[config.mk]
export PLATFORM = sky130hd
export DESIGN_NAME = fetch_stage
export DESIGN_NICKNAME = d
export VERILOG_FILES = /design/src/rtl/fetch_stage.sv
export SDC_FILE = /design/constraint.sdc
export NUM_CORES = 1
export LEC_CHECK = 0
export BUFFER_PORTS_ARGS = -buffer_cell sky130_fd_sc_hd__buf_2
export CAP_MARGIN = 20
export CORE_ASPECT_RATIO = 0.75
export CORE_MARGIN = 10
export CORE_UTILIZATION = 40
export DETAILED_ROUTE_END_ITERATION = 16
export GPL_ROUTABILITY_DRIVEN = 0
export PLACE_DENSITY = 0.69
export SLEW_MARGIN = 10
export SYNTH_ARGS = -nofsm -noshare
export SYNTH_HDL_FRONTEND = slang
export SYNTH_SLANG_ARGS = --single-unit
[constraint.sdc]
create_clock -name clk -period 6.7 [get_ports clk]
set_input_delay 0.335 -clock clk [delete_from_list [all_inputs] [get_ports clk]]
set_output_delay 0.335 -clock clk [all_outputs]
set_load 0.05 [all_outputs]
[src/rtl/fetch_stage.sv]
// -----------------------------------------------------------------------------
// fetch_stage
//
// Instruction fetch for the AGC pipeline, feeding decode. Holds the software
// PC, issues read addresses (through the external address translator) to a
// synchronous-read ROM, and delivers 15-bit instruction words with their PC.
// EXTEND prefix words are absorbed and flag the following instruction.
// A one-entry skid buffer catches the single word that can return while
// decode is stalled. Flush (branch redirect) has priority over stall.
//
// Ports
//   clk          in   1   clock, all state on posedge
//   rst          in   1   synchronous, active-high reset
//   stall        in   1   decode cannot accept; hold dec_*, stop issuing
//   flush        in   1   discard in-flight work, refetch at redirect_pc
//   redirect_pc  in   12  refetch target, valid while flush=1
//   rom_en       out  1   ROM read strobe this cycle
//   rom_addr     out  12  software address to read
//   rom_rdata    in   15  ROM word, valid the cycle after rom_en=1
//   dec_valid    out  1   dec_* hold a real instruction
//   dec_instr    out  15  instruction word
//   dec_pc       out  12  software address of dec_instr
//   dec_extend   out  1   dec_instr was preceded by EXTEND
//   perf_fetched out  32  words delivered on dec_* (FETCH_PERF_CNT_EN only)
//   perf_flushed out  32  flush cycles seen       (FETCH_PERF_CNT_EN only)
//
// Configuration
//   FETCH_PERF_CNT_EN : when defined, adds the two performance counters.
// -----------------------------------------------------------------------------
module fetch_stage #(
    parameter logic [11:0] RESET_PC  = 12'o4000,
    parameter logic [14:0] EXTEND_OP = 15'o00006
) (
    input  logic        clk,
    input  logic        rst,
    input  logic        stall,
    input  logic        flush,
    input  logic [11:0] redirect_pc,
    output logic        rom_en,
    output logic [11:0] rom_addr,
    input  logic [14:0] rom_rdata,
    output logic        dec_valid,
    output logic [14:0] dec_instr,
    output logic [11:0] dec_pc,
    output logic        dec_extend
`ifdef FETCH_PERF_CNT_EN
    ,
    output logic [31:0] perf_fetched,
    output logic [31:0] perf_flushed
`endif
);

    logic [11:0] pc_q, pc_d;
    logic        inflight_v_q, inflight_v_d;
    logic [11:0] inflight_pc_q, inflight_pc_d;
    logic        ext_pend_q, ext_pend_d;

    logic        skid_v_q, skid_v_d;
    logic [14:0] skid_instr_q, skid_instr_d;
    logic [11:0] skid_pc_q, skid_pc_d;
    logic        skid_ext_q, skid_ext_d;

    logic        dec_valid_q, dec_valid_d;
    logic [14:0] dec_instr_q, dec_instr_d;
    logic [11:0] dec_pc_q, dec_pc_d;
    logic        dec_extend_q, dec_extend_d;

    logic        ret_v;
    logic        ret_ext;
    logic        ret_word;
    logic        deliver;

    always_comb begin
        // Issue side: a flush always issues its target, even during a stall.
        rom_en        = ~rst & (flush | ~stall);
        rom_addr      = flush ? redirect_pc : pc_q;
        pc_d          = rom_en ? rom_addr + 12'd1 : pc_q;
        inflight_v_d  = rom_en;
        inflight_pc_d = rom_en ? rom_addr : inflight_pc_q;

        // Return side: the word answering last cycle's issue, unless flushed.
        ret_v    = inflight_v_q & ~flush;
        ret_ext  = ret_v & (rom_rdata == EXTEND_OP);
        ret_word = ret_v & ~ret_ext;

        ext_pend_d   = ext_pend_q;
        skid_v_d     = skid_v_q;
        skid_instr_d = skid_instr_q;
        skid_pc_d    = skid_pc_q;
        skid_ext_d   = skid_ext_q;
        dec_valid_d  = dec_valid_q;
        dec_instr_d  = dec_instr_q;
        dec_pc_d     = dec_pc_q;
        dec_extend_d = dec_extend_q;
        deliver      = 1'b0;

        if (flush) begin
            skid_v_d    = 1'b0;
            ext_pend_d  = 1'b0;
            dec_valid_d = 1'b0;
        end else begin
            if (ret_ext) begin
                ext_pend_d = 1'b1;
            end

            // The skid holds the oldest word, so it drains ahead of any return.
            if (!stall && skid_v_q) begin
                dec_valid_d  = 1'b1;
                dec_instr_d  = skid_instr_q;
                dec_pc_d     = skid_pc_q;
                dec_extend_d = skid_ext_q;
                skid_v_d     = 1'b0;
                deliver      = 1'b1;
            end else if (!stall && ret_word) begin
                dec_valid_d  = 1'b1;
                dec_instr_d  = rom_rdata;
                dec_pc_d     = inflight_pc_q;
                dec_extend_d = ext_pend_q;
                ext_pend_d   = 1'b0;
                deliver      = 1'b1;
            end else if (!stall) begin
                // Nothing new (including a consumed EXTEND): do not repeat.
                dec_valid_d = 1'b0;
            end

            if (ret_word && (stall || skid_v_q)) begin
                skid_v_d     = 1'b1;
                skid_instr_d = rom_rdata;
                skid_pc_d    = inflight_pc_q;
                skid_ext_d   = ext_pend_q;
                ext_pend_d   = 1'b0;
            end
        end
    end

    always_ff @(posedge clk) begin
        if (rst) begin
            pc_q         <= RESET_PC;
            inflight_v_q <= 1'b0;
            ext_pend_q   <= 1'b0;
            skid_v_q     <= 1'b0;
            dec_valid_q  <= 1'b0;
            dec_instr_q  <= '0;
            dec_pc_q     <= '0;
            dec_extend_q <= 1'b0;
        end else begin
            pc_q         <= pc_d;
            inflight_v_q <= inflight_v_d;
            ext_pend_q   <= ext_pend_d;
            skid_v_q     <= skid_v_d;
            dec_valid_q  <= dec_valid_d;
            dec_instr_q  <= dec_instr_d;
            dec_pc_q     <= dec_pc_d;
            dec_extend_q <= dec_extend_d;
        end
    end

    // Payload registers are qualified by their valid flags and need no reset.
    always_ff @(posedge clk) begin
        inflight_pc_q <= inflight_pc_d;
        skid_instr_q  <= skid_instr_d;
        skid_pc_q     <= skid_pc_d;
        skid_ext_q    <= skid_ext_d;
    end

    assign dec_valid  = dec_valid_q;
    assign dec_instr  = dec_instr_q;
    assign dec_pc     = dec_pc_q;
    assign dec_extend = dec_extend_q;

`ifdef FETCH_PERF_CNT_EN
    logic [31:0] perf_fetched_q, perf_fetched_d;
    logic [31:0] perf_flushed_q, perf_flushed_d;

    always_comb begin
        perf_fetched_d = perf_fetched_q + {31'd0, deliver};
        perf_flushed_d = perf_flushed_q + {31'd0, flush};
    end

    always_ff @(posedge clk) begin
        if (rst) begin
            perf_fetched_q <= '0;
            perf_flushed_q <= '0;
        end else begin
            perf_fetched_q <= perf_fetched_d;
            perf_flushed_q <= perf_flushed_d;
        end
    end

    assign perf_fetched = perf_fetched_q;
    assign perf_flushed = perf_flushed_q;
`else
    logic unused_deliver;
    assign unused_deliver = deliver;
`endif

endmodule

==> summary.txt <==
Job
  • Count of max-cap constraint violations: 0

Worst hold path
  • Worst min-delay path startpoint: rom_rdata[2]
  • Min-Delay Path Class: input port to flip-flop

Worst setup path
  • Startpoint types: input port
  • Startpoint of the worst register-to-register path: inflight_v_q$_SDFF_PP0_
  • Worst-path fanout max: 28
  • Startpoint of the most critical setup path: flush
  • Type of element capturing the critical path: output port
  • R2R Setup Slk: 4.56 ns
  • Data arrival, critical path: 2.25 ns
  • Startpoint-to-endpoint class of the critical path: input port to output port
  • WP data required: 6.36 ns
  • Reg2reg end: skid_ext_q$_DFFE_PP_
  • End of the critical path: rom_en
  • Number of cell instances on the worst register-to-register path: 3

Yosys
  • Mapped Nets: 383
  • Distinct cell type count of the synthesized netlist: 48
  • Synth Instances: around 350
  • Total number of yosys warnings: 0
  • Post-synthesis async set-or-reset flop share: 0%
  • Mean area per synthesized cell: roughly 11 µm²
  • Primary FF master, synth: sky130_fd_sc_hd__dfxtp_1
  • Post-synth top area cell: sky130_fd_sc_hd__edfxtp_1
  • Dominant cells by area after synthesis: sky130_fd_sc_hd__edfxtp_1, sky130_fd_sc_hd__dfxtp_1, sky130_fd_sc_hd__mux2_2, sky130_fd_sc_hd__nand3_1, sky130_fd_sc_hd__a22oi_1
  • Netlist area before placement: 3994 µm²
  • Synthesized flop and latch total: between 80 and 90
  • Portion of the post-synthesis area used by sequential elements: a little over half
  • Number of synthesized flops with an enable pin: 40
  • Synth top area share: 30.08%

Timing
  • Worst relative slew slack: approximately 30%
  • Ratio of final minimum period to clock period: 38.51%
  • Crit path time final: 2.580 ns
  • Unrepaired setup endpoints after global routing: no
  • Number of endpoints failing setup at the final stage: 0
  • Number of pins exceeding their max-slew limit in the final report: 0
  • Max Clock Freq: 387.5 MHz
  • Slew of the pin with the lowest slew margin: 1.035 ns
  • Worst-case setup margin in the final layout: 4.120 ns
  • Clk_skew: 0.01049 ns
  • Total negative setup slack: 0 ns
  • Final Hold Violating Endpoints: 0

Finish
  • Final net count: 444
  • Number of antenna cells inserted: 0
  • Fraction of layout instances using a drive strength above 1: 34.29%
  • Synth-to-Final Area Change: 18.14%

Power
  • Combinational group share of total power: between 10% and 20%
  • Net Sw Frac: between 20% and 30%
  • Power, Total: 0.001202 W
  • Switch Pwr: 0.0003280 W
  • Pwr Density: 254.8 nW/µm²
  • Fraction of power consumed by sequential logic: roughly half
  • Clock share of power: 38.6%
  • Cell-internal power: 0.0008743 W
  • Leak: 1.807 nW
  • Peak ir drop on the vdd network: 0.1212 mV

Clock network
  • Largest buffer count on any clock path: 2
  • Clock insertion delay at the later pin of the skew report: around 0.34 ns
  • Post-CTS setup repair buffer count: 0
  • Total of cells resized after clock tree synthesis: 0
  • CTS HTree Levels: 3
  • Clock-pin slew on the worst setup and hold paths: 0.07 ns
  • Clock tree from TritonCTS: done
  • Number of clock sinks: between 80 and 90
  • Root buffer cell: sky130_fd_sc_hd__clkbuf_16
  • Number of buffers created by CTS: 9
  • Number of buffers added to fix hold violations after cts: 0

Floorplan
  • Area of the core region: 9697 µm²
  • Initial cell density of the core: 41.19%
  • Core Rows: 31
  • Ports: 73
  • Die Height: 106.5 µm
  • Die extent in x: approximately 140 µm
  • Total Die Area: 14,420 µm²

Route
  • Vias after detailed routing: 3,114
  • # DRC: 0
  • Violation count after the first detailed-route iteration: roughly 250
  • DR vias/cell: 5.672
  • Number of nets still failing antenna checks after routing: 0
  • Detailed-routing iteration count for the pre-antenna-repair pass: 4
  • Post-detailed-routing wire length: about 10 mm
  • Post-detailed-route wirelength per cell: about 19 µm

Global route
  • GRT overflow: 0
  • Pin count of the biggest net entering global routing: 37
  • Global-route usage over all layers: between 10% and 20%
  • Number of antenna violations at the first check in global routing: 0
  • Number of global-route vias before repair: ~3,200
  • Global-route wire length before repair: 16.74 mm

Placed design
  • Setup slack at placement: 4.091 ns
  • Number of input and output port buffers inserted: around 70
  • Half-perimeter wire length after placement: 7.007 mm

Status
  • Run status: finished, final reports clean
-- Yosys cell counts, drive strengths merged (5+ instances only) --
master / count
nand2: 13
mux2: 35
o21ai: 8
inv: 9
clkbuf: 8
a31oi: 30
edfxtp: 40
mux2i: 5
buf: 21
a22oi: 28
dfxtp: 44
nand3: 59
-- sequential cells by signal, indices dropped and copies added, names as in the netlist --
signal,count
skid_instr_q,15
skid_pc_q,12
skid_v_q,1
dec_instr,15
pc_q,12
dec_pc,12
dec_valid,1
inflight_v_q,1
inflight_pc_q,12
ext_pend_q,1
dec_extend,1
skid_ext_q,1
-- routing by layer --
layer,share of wire [%],vias to the layer above,track usage [%]
met5,0,-,0
met3,5.9,9,4.468
li1,-,1484,-
met4,0.91,0,3.834
met1,49,1527,19.29
met2,44,94,21.19
-- placed cells by master, fill, tap and decap left out, types with 2 or more instances in the layout --
cell type                   count
sky130_fd_sc_hd__nand3b_1       2
sky130_fd_sc_hd__mux2i_1        5
sky130_fd_sc_hd__and3_1         2
sky130_fd_sc_hd__dfxtp_1       44
sky130_fd_sc_hd__nand3_1       59
sky130_fd_sc_hd__nand4b_4       2
sky130_fd_sc_hd__a22oi_1       28
sky130_fd_sc_hd__a211oi_1       2
sky130_fd_sc_hd__a32o_1         2
sky130_fd_sc_hd__xnor2_1        4
sky130_fd_sc_hd__clkbuf_16      9
sky130_fd_sc_hd__nand2_1       13
sky130_fd_sc_hd__mux2_2        32
sky130_fd_sc_hd__inv_1          9
sky130_fd_sc_hd__a21oi_1        4
sky130_fd_sc_hd__edfxtp_1      40
sky130_fd_sc_hd__o21ai_1        3
sky130_fd_sc_hd__clkinv_4       2
sky130_fd_sc_hd__o31ai_1        3
sky130_fd_sc_hd__inv_4          2
sky130_fd_sc_hd__mux2_1         3
sky130_fd_sc_hd__a31oi_1       30
sky130_fd_sc_hd__o21ai_0        4
sky130_fd_sc_hd__nor3_1         2
sky130_fd_sc_hd__nor4_2         4
sky130_fd_sc_hd__nand2b_1       2
sky130_fd_sc_hd__buf_2         72
sky130_fd_sc_hd__and4_1         2
sky130_fd_sc_hd__buf_4          5
-- kinds of logic (layout without fill, tap and decap cells) --
group           count (synthesis)  in the layout  synth area share (%)
mux                            40             40                 11.12
xor+xnor                        4              4                0.8771
fa+ha+maj                       1              1                0.3132
flops                          84             84                 52.13
buf+inv                        38            104                 5.106
simple gates                   99             99                 14.91
compound gates                 85             85                 15.54
-- worst max-delay path: stages --
cell and delay [ns]:
sky130_fd_sc_hd__buf_2 0.46, sky130_fd_sc_hd__nor2b_1 0.18, sky130_fd_sc_hd__or2_2 0.42, sky130_fd_sc_hd__inv_1 0.46
sky130_fd_sc_hd__buf_2 0.37
-- final cells by class --
cell class	count	area, µm²
Clock inverter	5	35.03
Clock buffer	11	242.7
Tap cell	132	165.2
Inverter	9	33.78
Fill cell	898	4979
Multi-Input combinational cell	229	1719
Timing Repair Buffer	79	440.4
Sequential cell	84	2082
-- power groups by stage --
stage	Clock, W	Combinational (W)	Sequential [W]
final	0.000465	0.000157	0.000581
after CTS	0.000472	0.000157	0.000581
after global placement	0	0.000153	0.000590
after detailed placement	0	0.000157	0.000592
after floorplan	0	0.0000943	0.000608
after global routing	0.000494	0.000168	0.000583
-- through the flow --
step / instance area (µm²) / hold slack [ns] / cells / util (%)
after CTS: 4691 / 0.1964 / 548 / 48.37
after floorplan: 3994 / 0.4204 / 351 / -
final: 4718 / 0.2051 / 549 / 48.66
after global routing: 4718 / 0.1995 / 549 / 48.66
after detailed placement: 4413 / 0.4323 / 532 / 45.51
after global placement: 4398 / 0.4388 / 531 / 45.35
-- worst min path at each step --
stage	end	slack (ns)	depth (start not counted)
3_3_place_gp	pc_q[9]$_SDFFE_PP0P_	0.44	2
6_report	skid_instr_q[2]$_DFFE_PP_	0.21	1
5_1_grt	skid_instr_q[1]$_DFFE_PP_	0.20	1
3_5_place_dp	skid_pc_q[3]$_DFFE_PP_	0.43	0
2_1_floorplan	skid_pc_q[0]$_DFFE_PP_	0.42	0
4_1_cts	skid_instr_q[2]$_DFFE_PP_	0.20	1
Note: power is estimated with default switching activity, not from simulation.
